[src/rtl/spi_reg_ctrl.sv]
// SPI mode-0 slave front-end issuing single-cycle register accesses.
// Optional idle-sclk watchdog enabled by defining SPI_CTRL_TIMEOUT_EN.
module spi_reg_ctrl #(
    parameter int SYNC_STAGES = 2,
    parameter int ADDR_W      = 4,
    parameter int DATA_W      = 8,
    parameter int TIMEOUT_CYC = 1023
) (
    input  logic              clk,
    input  logic              rst,
    input  logic              sclk,
    input  logic              cs_n,
    input  logic              mosi,
    output logic              miso,
    output logic              miso_oe,
    output logic              rw,
    output logic              valid,
    output logic [ADDR_W-1:0] addr_to_reg,
    output logic [DATA_W-1:0] data_to_reg,
    input  logic [DATA_W-1:0] data_in_reg,
    output logic              busy,
    output logic              frame_err
);

    localparam int CMD_BITS = 8;
    localparam int FRM_BITS = CMD_BITS + DATA_W;
    localparam int CNT_W    = $clog2(FRM_BITS + 1);

    typedef enum logic [2:0] {
        IDLE, CMD, RD_REQ, RD_WAIT, RD_LOAD, DATA, WR_REQ, DONE
    } state_t;

    state_t state, state_n;

    logic [SYNC_STAGES-1:0] sclk_sync, cs_sync, mosi_sync;
    logic sclk_d, cs_d;
    logic sclk_s, cs_s, mosi_s;
    logic sclk_rise, sclk_fall, cs_fall, cs_rise;
    logic [CNT_W-1:0]    bit_cnt;
    logic [CMD_BITS-1:0] cmd_sr, cmd_nx;
    logic [DATA_W-1:0]   tx;
    logic active, tmo, err_n;

    assign sclk_s = sclk_sync[SYNC_STAGES-1];
    assign cs_s   = cs_sync[SYNC_STAGES-1];
    assign mosi_s = mosi_sync[SYNC_STAGES-1];

    assign sclk_rise = sclk_s & ~sclk_d;
    assign sclk_fall = ~sclk_s & sclk_d;
    assign cs_fall   = ~cs_s & cs_d;
    assign cs_rise   = cs_s & ~cs_d;

    always_ff @(posedge clk or posedge rst) begin
        if (rst) begin
            sclk_sync <= '0;
            cs_sync   <= '1;
            mosi_sync <= '0;
            sclk_d    <= 1'b0;
            cs_d      <= 1'b1;
        end else begin
            sclk_sync <= {sclk_sync[SYNC_STAGES-2:0], sclk};
            cs_sync   <= {cs_sync[SYNC_STAGES-2:0], cs_n};
            mosi_sync <= {mosi_sync[SYNC_STAGES-2:0], mosi};
            sclk_d    <= sclk_s;
            cs_d      <= cs_s;
        end
    end

    assign active = (state == CMD) || (state == DATA) ||
                    (state == RD_REQ) || (state == RD_WAIT) ||
                    (state == RD_LOAD);

`ifdef SPI_CTRL_TIMEOUT_EN
    localparam int TO_W = $clog2(TIMEOUT_CYC + 1);
    logic [TO_W-1:0] to_cnt;

    always_ff @(posedge clk or posedge rst) begin
        if (rst) begin
            to_cnt <= '0;
        end else if (sclk_rise || sclk_fall || !active) begin
            to_cnt <= '0;
        end else if (to_cnt != TO_W'(TIMEOUT_CYC)) begin
            to_cnt <= to_cnt + 1'b1;
        end
    end

    assign tmo = active && (to_cnt == TO_W'(TIMEOUT_CYC));
`else
    assign tmo = 1'b0;
`endif

    assign cmd_nx = {cmd_sr[CMD_BITS-2:0], mosi_s};

    always_comb begin
        state_n = state;
        err_n   = 1'b0;
        if (active && cs_rise) begin
            state_n = IDLE;
            err_n   = 1'b1;
        end else if (tmo) begin
            state_n = DONE;
            err_n   = 1'b1;
        end else begin
            case (state)
                IDLE:    if (cs_fall) state_n = CMD;
                CMD: begin
                    if (sclk_rise && bit_cnt == CNT_W'(CMD_BITS - 1))
                        state_n = cmd_nx[CMD_BITS-1] ? DATA : RD_REQ;
                end
                RD_REQ:  state_n = RD_WAIT;
                RD_WAIT: state_n = RD_LOAD;
                RD_LOAD: state_n = DATA;
                DATA: begin
                    if (sclk_rise && bit_cnt == CNT_W'(FRM_BITS - 1))
                        state_n = rw ? WR_REQ : DONE;
                end
                // a cs rise seen during the write strobe ends the frame here
                WR_REQ:  state_n = cs_rise ? IDLE : DONE;
                DONE:    if (cs_rise) state_n = IDLE;
                default: state_n = IDLE;
            endcase
        end
    end

    always_ff @(posedge clk or posedge rst) begin
        if (rst) begin
            state       <= IDLE;
            frame_err   <= 1'b0;
            bit_cnt     <= '0;
            cmd_sr      <= '0;
            tx          <= '0;
            miso        <= 1'b0;
            rw          <= 1'b0;
            addr_to_reg <= '0;
            data_to_reg <= '0;
        end else begin
            state     <= state_n;
            frame_err <= err_n;
            case (state)
                IDLE: begin
                    if (cs_fall) begin
                        bit_cnt <= '0;
                        miso    <= 1'b0;
                    end
                end
                CMD: begin
                    if (sclk_rise) begin
                        cmd_sr  <= cmd_nx;
                        bit_cnt <= bit_cnt + 1'b1;
                        if (bit_cnt == CNT_W'(CMD_BITS - 1)) begin
                            rw          <= cmd_nx[CMD_BITS-1];
                            addr_to_reg <= cmd_nx[ADDR_W-1:0];
                        end
                    end
                end
                RD_LOAD: tx <= data_in_reg;
                DATA: begin
                    if (sclk_rise) begin
                        bit_cnt <= bit_cnt + 1'b1;
                        if (rw)
                            data_to_reg <= {data_to_reg[DATA_W-2:0], mosi_s};
                    end
                    if (!rw && sclk_fall) begin
                        miso <= tx[DATA_W-1];
                        tx   <= {tx[DATA_W-2:0], 1'b0};
                    end
                end
                default: ;
            endcase
        end
    end

    assign valid   = (state == RD_REQ) || (state == WR_REQ);
    assign busy    = (state != IDLE);
    assign miso_oe = ~cs_s;

endmodule

[config.mk]
export PLATFORM = sky130hd
export DESIGN_NAME = spi_reg_ctrl
export DESIGN_NICKNAME = d
export VERILOG_FILES = /design/src/rtl/spi_reg_ctrl.sv
export SDC_FILE = /design/constraint.sdc
export NUM_CORES = 1
export LEC_CHECK = 0
export ABC_AREA = 1
export CORE_AREA = 3 3 71 73
export DETAILED_ROUTE_END_ITERATION = 12
export DIE_AREA = 0 0 74 76
export PLACE_DENSITY = 0.8
export SLEW_MARGIN = 0
export SYNTH_ARGS = -nofsm -noshare
export SYNTH_HDL_FRONTEND = slang
export SYNTH_SLANG_ARGS = --single-unit
[constraint.sdc]
create_clock -name clk -period 1.4 [get_ports clk]
set_input_delay 0.28 -clock clk [delete_from_list [all_inputs] [get_ports clk]]
set_output_delay 0.28 -clock clk [all_outputs]
set_load 0.1 [all_outputs]
==> results of run 1 <==
==> critical path, cell delays in order, from the launching register on <==
cell and delay, ns:
dfrtp_2 0.46, buf_6 0.14, nor2_4 0.10, buf_12 0.18
==> power by group <==
group          leakage (nW)  switching, mW  internal (mW)
registers             0.585          0.185           1.64
clock network        0.0385          0.432          0.354
logic                 0.766           1.49           1.04
==> through the flow <==
step | instances | setup slack, ns
2_1_floorplan | 237 | -0.08193
3_3_place_gp | 323 | 0.03433
3_5_place_dp | 323 | -0.03922
4_1_cts | 338 | -0.06124
5_1_grt | 345 | -0.1726
6_report | 345 | -0.05674
==> cell type report <==
cell class	count	area [um^2]	share of cell area, %
sequential	46	1159	38.44
multi-input combinational	148	874.6	29.02
timing repair buffer	54	688.2	22.83
inverter	37	143.9	4.774
clock buffer	7	76.32	2.532
tap	52	65.06	2.159
clock inverter	1	7.507	0.2491
==> Yosys cell counts <==
master / number / share of area [%]
nand2_1: 54 / 9.4
dfrtp_1: 43 / 50
inv_1: 31 / 5.4
o21ai_1: 16 / 3.7
nor2_1: 15 / 2.6
o21ai_0: 13 / 3.0
nand3_1: 11 / 2.6
a21oi_1: 7 / 1.6
inv_2: 5 / 0.87
o211ai_1: 5 / 1.7
a21oi_2: 4 / 1.6
dfstp_2: 3 / 3.7
nand2_4: 3 / 1.6
nor2_4: 3 / 1.6
buf_2: 2 / 0.47
buf_4: 2 / 0.70
buf_6: 2 / 1.0
ha_1: 2 / 1.2
nand2_2: 2 / 0.58
nand4_1: 2 / 0.58
nor2_2: 2 / 0.58
a21oi_4: 1 / 0.76
inv_4: 1 / 0.29
nand3_4: 1 / 0.82
nand4_2: 1 / 0.58
nor2_8: 1 / 0.93
nor3_1: 1 / 0.23
o211ai_2: 1 / 0.58
o22ai_1: 1 / 0.29
or2_2: 1 / 0.29
xor2_1: 1 / 0.41
==> routing by layer <==
metal  vias up  part of all wire (%)  global-route usage (%)
met2        41                    49                   26.24
met3         9                   5.3                   5.409
met5         -                     0                       0
met4         0                   1.5                   4.167
li1        864                     -                       -
met1       782                    44                   22.94
==> path summary, 6_finish.rpt <==
path,from,slack [ns],end
max,state[0],-0.06,valid
min reg2reg,mosi_sync[0],0.35,mosi_sync[1]
max in group asynchronous,rst,0.81,cs_sync[0]
min,rst,0.31,tx[5]
min in group clk,mosi_sync[0],0.35,mosi_sync[1]
max reg2reg,bit_cnt[0],-0.04,state[1]
==> cells by family (layout without fill, tap and decap cells) <==
group	Yosys count	in the layout	share of synthesized area, %
AND/OR/NAND/NOR	97	97	22.39
AO/OA/AOI/OAI	48	48	13.41
flip-flops	46	46	53.82
buffers and inverters	43	99	8.805
adder cells (fa/ha/maj)	2	2	1.166
XOR/XNOR	1	1	0.4082
==> repair_timing <==
item,in CTS,in global routing
gates resized for setup,5,16
hold buffers,0,0
endpoints found under the hold margin,0,0
endpoints found under the setup margin,6,23
pin swaps,3,13
gates cloned,0,0
buffers inserted,7,7
==> summary.txt, run 1 <==
Clocking
  – Clk pin slew, worst setup/hold paths: roughly 0.090 ns
  – CTS tree: yes
  – Root buf cell: clkbuf_8
  – Sinks on Clock Net: 46
  – Clock Latency Late Sink: roughly 0.3 ns
  – CTS buffer count: 5
  – CTS HTree Levels: 2
  – Clk buf depth: 2

Placement
  – Post-placement cell area: around 2800 um^2
  – RD Place Congestion: around 0.86
  – PortBufs: 30
  – HPWL after detailed placement: 2927 um

Floorplanning
  – Die H: 76 um
  – Die footprint: about 5600 um^2
  – IO Count: 31
  – DIE WIDTH: about 74 um
  – Core area: between 4000 and 5000 um^2
  – Initial Utilization: roughly 49%
  – Row count: 24

Status
  – Status: finished, violations left
  – Failing checks: setup timing

Critical path
  – Critical path capture point type: output port
  – Critical Path Source Type: register
  – Crit path required time: about 1.1 ns
  – Critical path fanouts, max: 4
  – Critical path class: register to output port
  – Worst r2r path cells: 10
  – WP data arrival: 1.18 ns

Finish
  – Fraction of layout cells with a size suffix above 1: a little under a third
  – Final Util: 68.28%
  – ANT cells: 0
  – Finished Cell Area: 3014 um^2
  – Leading cell types in the layout, fill and taps excluded: nand2_1, dfrtp_1, inv_1
  – Final nets: just over 300
  – Fill cells: 323
  – Commonest non-fill, non-tap cell in the layout: nand2_1
  – Syn-to-layout area delta: 40.47%

Synthesis
  – Syn_area_per_cell: 9.054 um^2
  – Register area share after synthesis: between 50 and 60%
  – Yosys reg bits: 46
  – Yosys cell types: 31
  – Synth warnings: 0
  – Cell area after synthesis: approximately 2100 um^2
  – Synth Net Count: 252
  – Post-Syn Instances: between 200 and 250

STA
  – Final worst path period share: 104.1%
  – Post-route minimum period: approximately 1.5 ns
  – Setup violators final: 5
  – Tightest Pin Transition: between 0.2 and 0.25 ns
  – TNS Setup: -0.1887 ns
  – Slew Limit Fails: 0
  – Hold Slack: a little over 0.3 ns
  – Worst Skew: about 0.0083 ns
  – FMAX: about 690 MHz
  – Hold Violations, Final: 0
  – Worst setup margin: -0.05674 ns
  – Slew Limit Headroom: between 80% and 90%
  – RSZ-0062 raised after global routing: true

Power and ir drop
  – Worst vdd ir: approximately 0.001 V
  – Total power draw: just over 5 mW
  – LEAKAGE: 1.389 nW
  – Power Density: roughly 1700 nW/um^2

Detailed routing
  – DRT Wirelength: 4283 um
  – First-pass detailed-route iteration total: 4
  – DR vias: 1696
  – Wire per inst: approximately 12 um
  – Vias/cell: 4.916
  – DRC: 0
  – DR iter-0 viols: ~140
  – ANT nets after route: 0

GRT
  – Initial antenna violation count: 0
  – Largest net degree at the start of global routing: 47
  – Grt ovf: 0
  – GRT Resource Usage Total: 16.93%
  – First-pass GRT wire length: 7479 um
  – Vias in the first global route: between 1500 and 2000

Job
  – Max-Cap Viols: 0

Hold path
  – HP Class: primary input to asynchronous set/reset pin
Note: power is estimated with default switching activity, not from simulation.
==> inputs of run 2 (changes only) <==
--- a/config.mk
+++ b/config.mk
@@ -6,6 +6,7 @@
 export NUM_CORES = 1
 export LEC_CHECK = 0
 export ABC_AREA = 1
+export CAP_MARGIN = 20
 export CORE_AREA = 3 3 71 73
 export DETAILED_ROUTE_END_ITERATION = 12
 export DIE_AREA = 0 0 74 76
==> results of run 2 <==
Final layout, timing and power as in run 1 (identical DEF).
==> inputs of run 3 (changes only) <==
--- a/config.mk
+++ b/config.mk
@@ -11,7 +11,9 @@
 export DETAILED_ROUTE_END_ITERATION = 12
 export DIE_AREA = 0 0 74 76
 export PLACE_DENSITY = 0.8
-export SLEW_MARGIN = 0
+export SETUP_SLACK_MARGIN = 0.4
+export SKIP_LAST_GASP = 1
+export SLEW_MARGIN = 20
 export SYNTH_ARGS = -nofsm -noshare
 export SYNTH_HDL_FRONTEND = slang
 export SYNTH_SLANG_ARGS = --single-unit
==> run 3 against run 2 <==
Effect of this change: register-to-register slack got worse by 0.09 ns; first-iteration DRC count fell by 14%; hold slack got worse by 0.049 ns; clock power barely moved; maximum frequency fell by 5.0%; global-route usage rose by 3.4 points; largest cell class unchanged; highest routed layer unchanged; the run still ends with setup timing left.
==> summary.txt, run 3 (synthesized netlist as in run 1, its figures left out) <==
Clocking
  – CTS HTree Levels: 2 (unchanged)
  – CTS buffer count: 5 (unchanged)
  – Clk buf depth: 2 (unchanged)
  – Clk pin slew, worst setup/hold paths: 0.09 ns (about the same)
  – Sinks on Clock Net: 46 (unchanged)
  – Clock Latency Late Sink: 0.30 ns (about the same)
  – CTS tree: yes
  – Root buf cell: clkbuf_8

STA
  – Setup violators final: 20 (+15)
  – FMAX: 652.4 MHz (-5.0%)
  – Post-route minimum period: 1.533 ns (+0.07598 ns)
  – Slew Limit Fails: 0 (unchanged)
  – Hold Slack: 0.2630 ns (-0.04889 ns)
  – RSZ-0062 raised after global routing: true
  – Worst setup margin: -0.1327 ns (-0.07598 ns)
  – Slew Limit Headroom: 69.81% (-14 points)
  – TNS Setup: -0.7366 ns (-0.5478 ns)
  – Worst Skew: 0.01192 ns (+0.003573 ns)
  – Final worst path period share: 109.5% (+5.4 points)
  – Hold Violations, Final: 0 (unchanged)
  – Tightest Pin Transition: 0.4512 ns (+0.2050 ns)

Detailed routing
  – DR iter-0 viols: 117 (-14%)
  – ANT nets after route: 0 (unchanged)
  – DR vias: 1928 (+14%)
  – DRT Wirelength: 6037 um (+41%)
  – First-pass detailed-route iteration total: 5 (+1)
  – DRC: 0 (unchanged)
  – Vias/cell: 5.282 (+7.5%)
  – Wire per inst: 16.54 um (+33%)

Power and ir drop
  – Worst vdd ir: 0.001174 V (+19%)
  – Power Density: 1735 nW/um^2 (+1.6%)
  – LEAKAGE: 1.519 nW (+9.3%)
  – Total power draw: 6.036 mW (+17%)

Floorplanning
  – IO Count: 31 (unchanged)
  – DIE WIDTH: 74 um (unchanged)
  – Row count: 24 (unchanged)
  – Core area: 4414 um^2 (unchanged)
  – Die H: 76 um (unchanged)
  – Initial Utilization: 48.61% (unchanged)
  – Die footprint: 5624 um^2 (unchanged)

Finish
  – Fraction of layout cells with a size suffix above 1: 54.31% (+23 points)
  – ANT cells: 0 (unchanged)
  – Finished Cell Area: 3478 um^2 (+15%)
  – Leading cell types in the layout, fill and taps excluded: nand2_1, inv_1, buf_4
  – Commonest non-fill, non-tap cell in the layout: nand2_1
  – Final nets: 327 (+6.5%)
  – Syn-to-layout area delta: 62.10%

Status
  – Status: finished, violations left
  – Failing checks: setup timing

GRT
  – Grt ovf: 0 (unchanged)
  – Initial antenna violation count: 0 (unchanged)
  – GRT Resource Usage Total: 20.37% (+3.4 points)
  – First-pass GRT wire length: 9018 um (+21%)
  – Vias in the first global route: 1908 (+16%)
  – Largest net degree at the start of global routing: 21 (-55%)

Critical path
  – CP max-delay cell: dfrtp_2
  – Crit-path cells: inv_4 -> nand2_4 -> nor2_8 -> buf_8 -> nand2_2 -> o211ai_1 -> o21ai_1
  – Critical path capture point type: register
  – Crit path required time: 1.57 ns (+0.45 ns)
  – Worst r2r path cells: 7 (-3)
  – Critical path fanouts, max: 7 (+3)
  – Critical path class: register to register
  – CP max stage delay: 0.49 ns (+0.03 ns)
  – Critical Path Source Type: register
  – WP data arrival: 1.71 ns (+0.53 ns)

Placement
  – HPWL after detailed placement: 3096 um (+5.8%)
  – Post-placement cell area: 2834 um^2 (+2.8%)
  – RD Place Congestion: 0.7801 (-9.2%)
  – PortBufs: 30 (unchanged)

Job
  – Max-Cap Viols: 0 (unchanged)

Hold path
  – HP Class: primary input to asynchronous set/reset pin
## run 3: repair_timing
action	4_1_cts	5_1_grt
setup endpoints to repair	56	56
gates cloned	5	0
setup buffers	18	7
gates resized for setup	64	30
hold buffers	0	0
pin swaps	15	18
## run 3: power breakdown
group	internal [mW]	leakage, nW	switching [mW]
combinational	1.40	0.920	1.97
clock	0.355	0.0395	0.427
sequential	1.65	0.559	0.232
## run 3: layer usage
metal / track usage, % / wire length, um / share of wire (%) / vias up
li1: - / - / - / 914
met1: 25.92 / 2391 / 40 / 912
met2: 32.71 / 3138 / 52 / 81
met3: 4.881 / 311 / 5.2 / 21
met4: 8.333 / 197 / 3.3 / 0
met5: 0 / 0 / 0 / -
## run 3: worst max-delay path: cells and delay by family, from the launching register on
| family | cells | cell delay, ns |
|---|---|---|
| AOI/OAI and AO/OA | 2 | 0.26 |
| buffers and inverters | 2 | 0.29 |
| DFF | 1 | 0.49 |
| and+or+nand+nor | 3 | 0.35 |
## run 3: cell type report
class,instances,area [um^2]
inverters,37,160.2
well taps,52,65.06
clock buffers,8,80.08
repair buffers,70,865.8
fillers,240,935.9
flip-flops and latches,46,1179
multi-input cells,152,1129
## run 3: per-stage QoR
step	std cells	setup WS, ns	utilization [%]
floorplan	237	-0.08193	-
global placement	327	0.02973	64.20
detailed placement	327	-0.08709	64.20
CTS	358	-0.06954	74.57
global route	365	-0.1879	78.80
finish	365	-0.1327	78.80
## run 3: final timing paths
kind	slack (ns)	to	from
worst max-delay path	-0.13	tx[4]	state[1]
worst min-delay path	0.26	sclk_d	rst
worst max register to register	-0.13	tx[4]	state[1]
worst min register to register	0.35	mosi_sync[1]	mosi_sync[0]
max in group asynchronous	0.75	data_to_reg[0]	rst
min in group clk	0.35	mosi_sync[1]	mosi_sync[0]
